==> config.mk <==
export PLATFORM = sky130hd
export DESIGN_NAME = t_count_ctrl
export DESIGN_NICKNAME = d
export VERILOG_FILES = /design/src/rtl/t_count_ctrl.sv
export SDC_FILE = /design/constraint.sdc
export NUM_CORES = 1
export LEC_CHECK = 0
export ABC_CLOCK_PERIOD_IN_PS = 4650
export CORE_MARGIN = 5
export CORE_UTILIZATION = 54
export CTS_BUF_LIST = sky130_fd_sc_hd__clkbuf_2
export DETAILED_ROUTE_END_ITERATION = 10
export GPL_ROUTABILITY_DRIVEN = 1
export PLACE_DENSITY = 0.87
export SETUP_SLACK_MARGIN = 0.1
export SLEW_MARGIN = 25
export SYNTH_ARGS = -nofsm -noshare
export SYNTH_HDL_FRONTEND = slang
export SYNTH_SLANG_ARGS = --single-unit
==> constraint.sdc <==
create_clock -name clk -period 4.65 [get_ports clk]
set_input_delay 1.1625 -clock clk [delete_from_list [all_inputs] [get_ports clk]]
set_output_delay 1.1625 -clock clk [all_outputs]
set_load 0.02 [all_outputs]
==> src/rtl/t_count_ctrl.sv <==
// t_count_ctrl: control sequencer for a WIDTH-bit T-flip-flop counter.
// Owns the count register and produces the per-bit toggle vector, with
// start/stop/resume, up/down, load/terminal values and one-shot or
// auto-reload operation. Every output is registered.
module t_count_ctrl #(
  parameter int WIDTH = 4
) (
  input  logic             clk,
  input  logic             rst,
  input  logic             start,
  input  logic             stop,
  input  logic             dir,
  input  logic             auto_reload,
  input  logic [WIDTH-1:0] load_val,
  input  logic [WIDTH-1:0] term_val,
  output logic [WIDTH-1:0] q,
  output logic [WIDTH-1:0] t,
  output logic             busy,
  output logic             done,
  output logic             wrap
);

  localparam logic [1:0] ST_IDLE = 2'd0;
  localparam logic [1:0] ST_RUN  = 2'd1;
  localparam logic [1:0] ST_HOLD = 2'd2;

  localparam logic [WIDTH-1:0] CNT_ZERO = '0;
  localparam logic [WIDTH-1:0] CNT_ONES = '1;
  localparam logic [WIDTH-1:0] CNT_ONE  = {{(WIDTH-1){1'b0}}, 1'b1};

  logic [1:0]       state_reg, state_next;
  logic [WIDTH-1:0] q_reg, q_next;
  logic [WIDTH-1:0] t_reg, t_next;
  logic             busy_reg, busy_next;
  logic             done_reg, done_next;
  logic             wrap_reg, wrap_next;

  // Next-state, next-count and pulse decode; RUN follows stop > terminal > count priority.
  always_comb begin
    state_next = state_reg;
    q_next     = q_reg;
    done_next  = 1'b0;
    wrap_next  = 1'b0;
    case (state_reg)
      ST_IDLE: begin
        if (start) begin
          q_next     = load_val;
          state_next = ST_RUN;
        end
      end
      ST_RUN: begin
        if (stop) begin
          state_next = ST_HOLD;
        end else if (q_reg == term_val) begin
          done_next = 1'b1;
          if (auto_reload) begin
            q_next = load_val;
          end else begin
            state_next = ST_IDLE;
          end
        end else if (dir) begin
          q_next    = q_reg + CNT_ONE;
          wrap_next = (q_reg == CNT_ONES);
        end else begin
          q_next    = q_reg - CNT_ONE;
          wrap_next = (q_reg == CNT_ZERO);
        end
      end
      ST_HOLD: begin
        // Resume keeps the frozen count; stop dominates a simultaneous start.
        if (!stop && start) begin
          state_next = ST_RUN;
        end
      end
      default: begin
        state_next = ST_IDLE;
      end
    endcase
    busy_next = (state_next == ST_RUN) || (state_next == ST_HOLD);
  end

  // Toggle vector: one T input per counter bit, set where the bit changes.
  generate
    for (genvar gi = 0; gi < WIDTH; gi++) begin : g_toggle
      assign t_next[gi] = q_next[gi] ^ q_reg[gi];
    end
  endgenerate

  // State and output registers; reset clears everything without pulsing done/wrap.
  always_ff @(posedge clk) begin
    if (rst) begin
      state_reg <= ST_IDLE;
      q_reg     <= CNT_ZERO;
      t_reg     <= CNT_ZERO;
      busy_reg  <= 1'b0;
      done_reg  <= 1'b0;
      wrap_reg  <= 1'b0;
    end else begin
      state_reg <= state_next;
      q_reg     <= q_next;
      t_reg     <= t_next;
      busy_reg  <= busy_next;
      done_reg  <= done_next;
      wrap_reg  <= wrap_next;
    end
  end

  assign q    = q_reg;
  assign t    = t_reg;
  assign busy = busy_reg;
  assign done = done_reg;
  assign wrap = wrap_reg;

endmodule

After elaboration in Yosys (flattened, before gate mapping)
Index checks and enable logic that the tools add are counted.
- register bits: 13
- bits of input ports: 14
- output and inout port bits: 11
- multiplexer cells: 14
- bitwise operators: 5
- reductions and logical operators: 7
- equal/unequal tests: 6
- $add $sub $neg: 2
- operators with widths (operator ; number):
    $mux 4 ; 5
    $mux 2 ; 5
    $pmux 4 s2 ; 1
    $pmux 2 s3 ; 1
    $add 4x1->4 const B ; 1
    $eq 2x1->1 const B ; 2
    $eq 2x2->1 const B ; 2
    $eq 4x4->1 ; 1
    $eq 4x4->1 const B ; 1
    $logic_not 4->1 ; 1
    $reduce_or 4->1 ; 1
    $sub 4x1->4 const B ; 1
    $xor 1x1->1 ; 4
    $reduce_or 3->1 ; 1
    $logic_not 2->1 ; 1
    $mux 1 ; 2
    $logic_and 1x1->1 ; 1
    $logic_not 1->1 ; 1
    $logic_or 1x1->1 ; 1
    $not 1->1 ; 1

Depth between registers and ports, before layout
- word-level depth: 6
- depth in mapped cells: 7
- gate-level depth less buffers: 7

Worst setup path before layout
OpenSTA, ideal clock, no wires.
- path type: input port to flip-flop
- start: in dir
- end: reg t_reg[3] (netlist: t[3])
- stages on the path: 7
- setup time: 0.064 ns
- arrival: 2.570 ns
- slack: 2.016 ns
- cells stage by stage: inv_1 > ha_1 > and3_1 > nor3_1 > nor3b_1 > or4b_1 > nand4_1
- cells in the longest elaborated chain, start to end: 5
- ends and longest elaborated chain (item ; RTL line ; source):
    start: declaration ; 12 ; input logic dir,
    $mux 4 ; 61 ; end else if (dir) begin
    $mux 4 ; 54 ; end else if (q_reg == term_val) begin
    $mux 4 ; 52 ; if (stop) begin
    $pmux 4 s2 ; 44 ; case (state_reg)
    $xor 1x1->1 ; 85 ; assign t_next[gi] = q_next[gi] ^ q_reg[gi];
    end signal: assignment ; 101 ; t_reg <= t_next;
    end: declaration ; 33 ; logic [WIDTH-1:0] t_reg, t_next;
Every way passes these cells.
A chain may end at the register's enable or synchronous reset.

Worst setup path after layout
Ends and elaborated chain as after synthesis.

==> out/results.tsv <==
stage	metric	value	unit
outcome	outcome	finished, final reports clean	
sta	fin crit share	0.6540	
worst_hold_path	HP Class	reg -> reg	
setup_path	Crit Path Category	in -> reg	
setup_path	reg2reg start	state_reg[0]$_SDFF_PP0_	
die	area of the core	1727	sq um
sta	Layout Skew	17.15	ps
cts	H-tree levels	1	
power_and_ir_drop	Pleak	0.4559	nW
power_and_ir_drop	Max VDD drop	0.1916	mV
worst_hold_path	Hold EP	t[2]$_SDFF_PP0_	
sta	worst-margin pin slew	771.8	ps
setup_path	CP max stage delay	540	ps
global_route	overflow left after global routing	0	
setup_path	CP max FO	4	
setup_path	FF-to-FF End	t[3]$_SDFF_PP0_	
cts	cts repair resizes	0	
global_route	largest net degree at the start of global routing	19	
sta	minimum clock period	3041	ps
placement	Post-DP HPWL	1806	um
sta	Max-slew headroom	0.4807	
cts	CTS buffer count	3	
die	die span in x	52.70	um
die	die height	52.70	um
placement	GPL Wtd Cong	0.8302	
cts	number of hold buffers added after CTS	0	
cts	Post-CTS Setup Bufs	0	
synthesis	top cell type's share of synthesized area	0.2643	
detailed_routing	DR pass1 iterations	4	
cts	clk root buf	clkbuf_2	
cells_and_area	diode count	0	
die	initial core utilization	0.5703	
cts	TritonCTS sink count	13	
detailed_routing	DR iter-0 viols	38	
global_route	first-pass GRT wire length	3870	um
synthesis	top post-synthesis cells by count	13 x dfxtp_1, 13 x nand2_1, 12 x a21oi_1	
cells_and_area	Filler cells	141	
sta	Hold Fails Final Rpt	0	
cells_and_area	Non-Filler Instances	169	
setup_path	CP Capture Type	flop	
detailed_routing	total wire length	2462	um
sta	Fin Hold WS	619.6	ps
worst_hold_path	Hold Startpoint	q[2]$_SDFF_PP0_	
worst_hold_path	Worst Hold Path Cells	2	
setup_path	Arr. time, crit path	3280	ps
synthesis	post-synth top area cell	dfxtp_1	
setup_path	Worst R2R Setup Slack	2410	ps
detailed_routing	Met3 Wirelength	160	um
detailed_routing	DR WL/cell	14.57	um
sta	RSZ-0062 raised after global routing	no	
detailed_routing	DRC Markers	0	
detailed_routing	routed vias	982	
sta	Final setup viols	0	
sta	Final TNS setup	0	ps
die	num rows	15	
die	I/O pin total	25	
sta	fmax	0.3288	GHz
synthesis	FF+latch count, synth	13	
synthesis	distinct cell type count after synthesis	39	
setup_path	R2R depth	5	
cells_and_area	fraction of layout cells with a size suffix above 1	0.04861	
synthesis	largest family of logic cells by synthesized area	compound AO/OA/AOI/OAI gates	
placement	number of port buffers	24	
cells_and_area	fin area	1211	sq um
run	maxcap violations	0	
placement	placed cell count	165	
setup_path	slowest cell on the critical path	clkdlybuf4s50_1	
detailed_routing	Met1 Routed Length	1085	um
synthesis	Compound-Gate Fraction of Synth Area	0.2402	
cts	clk slew on worst S/H paths	130	ps
synthesis	XOR/XNOR share of the synthesized area	0.06099	
global_route	Total Routing Usage GR	0.1921	
detailed_routing	max layer used	met4	
synthesis	simple logic cell fraction of the synthesized area	0.2313	
setup_path	critical path launch point type	primary input	
detailed_routing	Vias/cell	5.811	
setup_path	worst-path cell chain	clkdlybuf4s50_1 -> inv_1 -> ha_1 -> and3_1 -> nor3_1 -> nor3b_1 -> or4b_1 -> nand4_1	
synthesis	Seq/Total Area, Yosys	0.2643	
global_route	number of global-route vias before repair	861	
detailed_routing	metal2 WL	1180	um
synthesis	Post-synth EDFFs	0	
cts	insertion delay to the later sink of the worst-skew pair	290	ps
detailed_routing	final antenna-violating net count	0	
synthesis	syn avg cell area	7.693	sq um
synthesis	Post-Syn Nets	145	
cells_and_area	# nets final	162	
synthesis	top cells by area, synth	dfxtp_1 26%, a21oi_1 6.1%, mux2i_1 6.1%, nand2_1 5.0%, nor3_1 3.0%	
cts	Max clock buf depth	2	
synthesis	top_reg_cell synth	dfxtp_1	
placement	Placed Instance Area	1191	sq um
cells_and_area	area delta synth->final	23.00	%
power_and_ir_drop	pwr dens	276.1	nW/um^2
synthesis	Mapped Cells	128	
setup_path	worst path required time	4890	ps
cts	TritonCTS clock tree	done	
sta	Slew Limit Fails	0	
synthesis	Async S/R FF share, synth	0	
synthesis	multiplexer share of the synthesized area	0.06099	
global_route	antenna violations before repair	0	
synthesis	Mapped Area	984.7	sq um
synthesis	adder-cell area share of the yosys netlist	0.04574	
synthesis	Synthesis Warnings	0	
die	die area	2777	sq um
## placed cells by master, fill, tap and decap left out, drive strengths merged
cell / instances
a21o: 1
a21oi: 12
a31o: 1
a31oi: 2
and3: 1
clkbuf: 4
clkdlybuf4s50: 24
dfxtp: 13
fa: 1
ha: 2
inv: 8
mux2i: 6
nand2: 13
nand2b: 2
nand3: 5
nand3b: 2
nand4: 2
nor2: 5
nor2b: 1
nor3: 6
nor3b: 3
nor4: 2
o211a: 1
o211ai: 4
o21a: 3
o21ai: 8
o21bai: 1
o311ai: 1
o31a: 1
o41ai: 1
or4: 1
or4b: 1
xnor2: 2
xor2: 4
## worst max path at each step
stage	start	slack, ps	endpoint	cells past startpoint
6_report	dir	1610	t[3]$_SDFF_PP0_	8
5_1_grt	dir	1510	t[3]$_SDFF_PP0_	8
4_1_cts	dir	1620	t[3]$_SDFF_PP0_	8
3_5_place_dp	dir	1330	t[3]$_SDFF_PP0_	8
3_3_place_gp	dir	1380	t[3]$_SDFF_PP0_	8
2_1_floorplan	dir	2020	t[3]$_SDFF_PP0_	7
## area by class of cell
cell class | instances | area [sq um] | area share
Multi-Input combinational cell | 95 | 629.4 | 0.5196
Sequential cell | 13 | 260.3 | 0.2149
Timing Repair Buffer | 24 | 240.2 | 0.1983
Tap cell | 25 | 31.28 | 0.02583
Inverter | 8 | 30.03 | 0.02479
Clock buffer | 4 | 20.02 | 0.01653
## stage by stage
step	power, mW	setup slack [ps]	utilization
2_1_floorplan	0.2319	2016	-
3_3_place_gp	0.2711	1377	0.6899
3_5_place_dp	0.2748	1326	0.6899
4_1_cts	0.3357	1624	0.7014
5_1_grt	0.3580	1507	0.7014
6_report	0.3343	1609	0.7014
## metal layers
metal	track usage	vias to the layer above
li1	-	486
met1	0.2310	452
met2	0.3079	38
met3	0.07123	6
met4	0.07234	0
met5	0	-
## worst max-delay path, delay by kind of cell
kind | cells | cell delay [ps]
and+or+nand+nor | 5 | 1110
adders and majority gates | 1 | 350
buffers and inverters | 2 | 650
## power by group
part           internal, mW  leakage [nW]  total (mW)  switching [mW]
Sequential            0.123         0.107       0.142          0.0189
Clock                0.0228        0.0166      0.0596          0.0368
Combinational        0.0631         0.332       0.132          0.0693
## cells by family after synthesis
kind of cell    Yosys count
fa+ha+maj                 3
xor+xnor                  6
compound gates           36
simple gates             44
buf+inv                  20
mux                       6
flops                    13
No activity file was read; power rests on OpenSTA's default activity.
